[config.mk]
export PLATFORM = sky130hd
export DESIGN_NAME = feature_map_streamer
export DESIGN_NICKNAME = d
export VERILOG_FILES = /design/src/rtl/feature_map_streamer.sv
export SDC_FILE = /design/constraint.sdc
export NUM_CORES = 1
export LEC_CHECK = 0
export ABC_CLOCK_PERIOD_IN_PS = 3400
export CAP_MARGIN = 20
export CELL_PAD_IN_SITES_DETAIL_PLACEMENT = 1
export CELL_PAD_IN_SITES_GLOBAL_PLACEMENT = 2
export CORE_AREA = 2 2 85 87
export DETAILED_ROUTE_END_ITERATION = 16
export DIE_AREA = 0 0 87 89
export HOLD_SLACK_MARGIN = 0.12
export PLACE_DENSITY_LB_ADDON = 0.1
export SYNTH_ARGS = -nofsm -noshare
export SYNTH_HDL_FRONTEND = slang
export SYNTH_SLANG_ARGS = --single-unit
[constraint.sdc]
create_clock -name clk -period 3.4 [get_ports clk]
set_input_delay 0.85 -clock clk [delete_from_list [all_inputs] [get_ports clk]]
set_output_delay 0.85 -clock clk [all_outputs]
set_load 0.01 [all_outputs]
[src/rtl/feature_map_streamer.sv]
// feature_map_streamer: streams a stored feature map from single-port RAM, row-major, with optional zero padding
//   clk, rst         : clock, synchronous active-high reset
//   start, hold      : frame request (IDLE only), issue stall (RUN only)
//   mem_rd_en/addr   : registered RAM read strobe and address
//   mem_rd_data      : RAM data, valid the cycle after mem_rd_en
//   dout, dout_vld   : registered pixel stream, 2 cycles after each issue
//   busy, done       : frame in progress, one-cycle pulse on the final pixel
module feature_map_streamer #(
    parameter int width  = 8,
    parameter int img_w  = 28,
    parameter int img_h  = 28,
    parameter int pad    = 0,
    parameter int addr_w = 10
) (
    input  logic              clk,
    input  logic              rst,
    input  logic              start,
    input  logic              hold,
    output logic              mem_rd_en,
    output logic [addr_w-1:0] mem_addr,
    input  logic [width-1:0]  mem_rd_data,
    output logic [width-1:0]  dout,
    output logic              dout_vld,
    output logic              busy,
    output logic              done
);
    localparam int PW = img_w + 2 * pad;
    localparam int PH = img_h + 2 * pad;
    localparam int CW = $clog2((PW > PH ? PW : PH) + 1);
    typedef enum logic [1:0] {IDLE, RUN, DRAIN} state_t;
    state_t state;
    logic [CW-1:0] row, col, cur_row, cur_col, nxt_row, nxt_col;
    logic [31:0] rr, cr;
    logic [addr_w-1:0] addr_full;
    logic issue, interior, last, col_end;
    logic v1, p1, l1, v2, p2, l2;
    // The accepting start cycle already issues position (0,0), so the first read lands one cycle later.
    always_comb begin
        issue     = state == IDLE ? start : (state == RUN && !hold);
        cur_row   = state == IDLE ? '0 : row;
        cur_col   = state == IDLE ? '0 : col;
        // Underflow on border rows/cols makes these huge, so one unsigned compare covers both sides.
        rr        = 32'(cur_row) - 32'(pad);
        cr        = 32'(cur_col) - 32'(pad);
        interior  = rr < 32'(img_h) && cr < 32'(img_w);
        addr_full = addr_w'(rr * 32'(img_w) + cr);
        col_end   = cur_col == CW'(PW - 1);
        last      = col_end && cur_row == CW'(PH - 1);
        nxt_col   = col_end ? '0 : cur_col + CW'(1);
        nxt_row   = col_end ? cur_row + CW'(1) : cur_row;
    end
    always_ff @(posedge clk) begin
        if (rst) begin
            state     <= IDLE;
            row       <= '0;
            col       <= '0;
            mem_rd_en <= 1'b0;
            mem_addr  <= '0;
            v1        <= 1'b0;
            p1        <= 1'b0;
            l1        <= 1'b0;
            v2        <= 1'b0;
            p2        <= 1'b0;
            l2        <= 1'b0;
            dout      <= '0;
            dout_vld  <= 1'b0;
            busy      <= 1'b0;
            done      <= 1'b0;
        end else begin
            if (issue) begin
                row      <= nxt_row;
                col      <= nxt_col;
                mem_addr <= interior ? addr_full : mem_addr;
            end
            mem_rd_en <= issue && interior;
            v1        <= issue;
            p1        <= !interior;
            l1        <= issue && last;
            v2        <= v1;
            p2        <= p1;
            l2        <= l1;
            dout_vld  <= v2;
            if (v2)
                dout <= p2 ? '0 : mem_rd_data;
            done  <= v2 && l2;
            busy  <= (state == IDLE && start) ? 1'b1 : done ? 1'b0 : busy;
            // DRAIN lasts until the final pixel's done pulse, so IDLE resumes the cycle after it.
            state <= issue ? (last ? DRAIN : RUN) : (state == DRAIN && done) ? IDLE : state;
        end
    end
endmodule

==> metrics.txt <==
status completed; slowest cell on the critical path nor4b_1; total CTS buffers 5; P&R area growth vs syn 22.48%; post-layout util between 30% and 40%; async set-reset flop share out of synthesis 0%; dpl cell area roughly 0.0025 mm2; buffer type at the clock tree root clkbuf_8; proportion of power drawn by the clock network 33.3%; synthesized net count roughly 280; fin. max-slew vios 0; total of cells resized after clock tree synthesis 0; Least-Margin Pin Slew around 540 ps; final period demand of the worst path around 3200 ps; Logic pwr share between 10% and 20%; vias in the first global route between 1.5k and 2k; most common library cell in the layout ignoring fill and taps dfxtp_1; worst clock skew on the final layout about 4.0 ps; fraction of final layout cells sized beyond drive strength 1 under 10%; Leak 1.061 nW; residual DRC count 0; count of flip-flops with a built-in enable after synthesis 0; Worst Hold Class reg2reg; die height between 80 and 90 um; Horiz. Die Dim 87 um; number of cells on the worst hold path 1; unrepaired setup endpoints after global routing false; I/O pin cnt 34; post-route clock period utilization between 90% and 100%; initial antenna violation count 0; synthesized flop and latch total 40; top cell family by delay on the critical path simple AND/OR/NAND/NOR gates; average wire per cell in the routed design between 10 and 15 um; launching element of the worst setup path state[0]; worst hold path endpoint done; total number of nets in the final design 311; worst-case headroom to the max-slew limit 63.81%; IR Drop Worst-Case VDD 0.1757 mV; Hold Violations, Final 0; setup slack after layout ~240 ps; maxcap violations 0; total congestion overflow after global routing 0; post-synthesis cell count 251; PwrDens between 300 and 400 mW/mm2; starting density of the core around a third; count of nets left with antenna violations after detail routing 0; reg2reg setup slack roughly 240 ps; critical path data arrival time about 3300 ps; Post-CTS Repair Setup Buffers 0; number of core rows 30; average footprint of a synthesized cell around 8.5 um2; number of distinct standard cells referenced by the synthesized netlist 47; number of placed instances with taps included 357; beginning of the worst hold path l2; Setup violations, final 0; main flop type after synthesis dfxtp_1; Max Freq 316.1 MHz; Non-Filler Instances 364; data required time at the worst endpoint between 3000 and 4000 ps; final-layout fill cell count between 700 and 800; Buf/Inv on CP 1; number of vias in the routed layout roughly 1.8k; Seq/Total Area, Yosys between 30% and 40%; worst path cell trace or2_1, and2_1, ha_1, inv_1, ha_1, ha_1, a211oi_1, nor3b_1, nor4b_1, a2111o_1, o221ai_1; Hold WS roughly 430 ps; Worst-Skew Late Latency roughly 300 ps; Ant. Diodes 0; type of origin of the critical path register; switching power approximately 0.24 mW; final instance area about 0.0026 mm2; sum of negative setup slack 0 ps; capturing element type of the critical path register; peak fanout along the critical path 10; number of vias per cell after detailed routing between 4 and 5; register share of total power between 50% and 60%; 1st-iter DRT viols 60; Setup Crit Path Kind reg2reg; TritonCTS clock tree built; Max stage delay on crit path between 400 and 500 ps; Reg2Reg Depth 11; DRT Pass-1 Iters 4; worst setup slack before clock tree synthesis roughly 260 ps; detailed-route wire length around 5300 um; endpoint of the most critical register-to-register path mem_addr[9]; area of the die slightly below 0.008 mm2; cell repeated most along the worst path ha_1; DP Wirelength a little under 4000 um; cell internal power dissipation between 0.6 and 0.7 mW; number of buffer cells added on primary ports 33; area taken by flip-flops and latches between 800 and 900 um2; pin count of the biggest net entering global routing 42; number of sinks handled by clock tree synthesis 40; worst reg2reg startpoint state[0]; power consumption between 0.9 and 1 mW; global-route wire length before repair 8521 um; total routing usage reported by global routing 14.31%; Floorplan Core Area roughly 0.0067 mm2; Routability Congestion about 0.76; Warnings, synthesis 0; top library cells by usage in the layout, fill and taps aside 40 x dfxtp_1, 35 x nor2_1, 33 x clkdlybuf4s50_1; Post-CTS Hold Fix Bufs 0; buffer depth of the longest clock path 2; number of H-tree branching levels 2; area of the multi-input gates between 0.001 and 0.0015 mm2; switching part of the total about a quarter; clock-pin slew of the registers on the worst-case setup and hold paths approximately 80 ps; cell area after technology mapping 0.002132 mm2
[cells by family (layout without fill, tap and decap cells)]
logic type	after synthesis	after routing	synth area share [%]
compound gates	47	47	13.67
mux	4	4	1.878
fa+ha+maj	15	15	9.507
flops	40	40	37.56
simple gates	108	108	26.41
buf+inv	23	56	5.223
xor+xnor	14	14	5.751
[power by group through the flow]
stage                     clock, mW  combinational [mW]  sequential [mW]
after floorplan                   0              0.0646            0.507
after global placement            0               0.115            0.506
after detailed placement          0               0.116            0.506
after CTS                     0.318               0.116            0.494
after global routing          0.330               0.127            0.496
final                         0.304               0.114            0.494
[how the worst max path moves through the flow]
| stage | to | slack, ps | cells after the start |
|---|---|---|---|
| finish | mem_addr[9] | 240 | 11 |
| global route | mem_addr[9] | 10 | 11 |
| CTS | mem_addr[9] | 240 | 11 |
| detailed placement | mem_addr[9] | 260 | 11 |
| global placement | mem_addr[9] | 330 | 11 |
| floorplan | mem_addr[9] | 420 | 12 |
[worst reg2reg max path: stages, from the launching register on]
cell and delay (ps):
dfxtp_1 380, or2_1 400, and2_1 250, ha_1 280, inv_1 40, ha_1 270
ha_1 230, a211oi_1 300, nor3b_1 150, nor4b_1 420, a2111o_1 210, o221ai_1 90
[cell type report]
cell class	instances	area share, %
Clock buffer	6	2.779
Inverter	10	1.437
Sequential cell	40	30.67
Timing Repair Buffer	39	14.37
Tap cell	80	3.833
Multi-Input combinational cell	188	46.72
Clock inverter	1	0.1917
[sequential cells by signal (all words and copies together), names as in the netlist]
name       count
busy           1
done           1
dout           8
v1             1
col            5
mem_rd_en      1
mem_addr      10
p1             1
l2             1
dout_vld       1
p2             1
v2             1
row            5
state          2
l1             1
[synthesized netlist by cell type (all sizes together) (2+ instances only)]
master	number	share of area [%]
ha	13	7.6
dfxtp	40	38
nand3b	2	0.70
and2	7	2.1
nor4	2	0.59
nand3	4	0.94
nor3	4	0.94
nand2b	10	2.9
clkbuf	7	1.2
nor2	36	6.7
mux2i	4	1.9
a21oi	23	5.4
o21ai	6	1.4
nand2	17	3.3
a211oi	7	2.5
inv	10	1.8
xnor2	8	3.3
a21o	2	0.70
buf	6	2.2
xor2	6	2.5
fa	2	1.9
nor2b	14	4.1
or2	3	0.88
nand4	2	0.59
[layer usage]
metal	share of wire (%)	track usage [%]	up-vias
li1	-	-	914
met1	49	17.81	861
met2	46	24.22	27
met3	3.7	3.970	5
met4	0.76	4.261	0
met5	0	0	-
(Power assumes the default switching activity.)
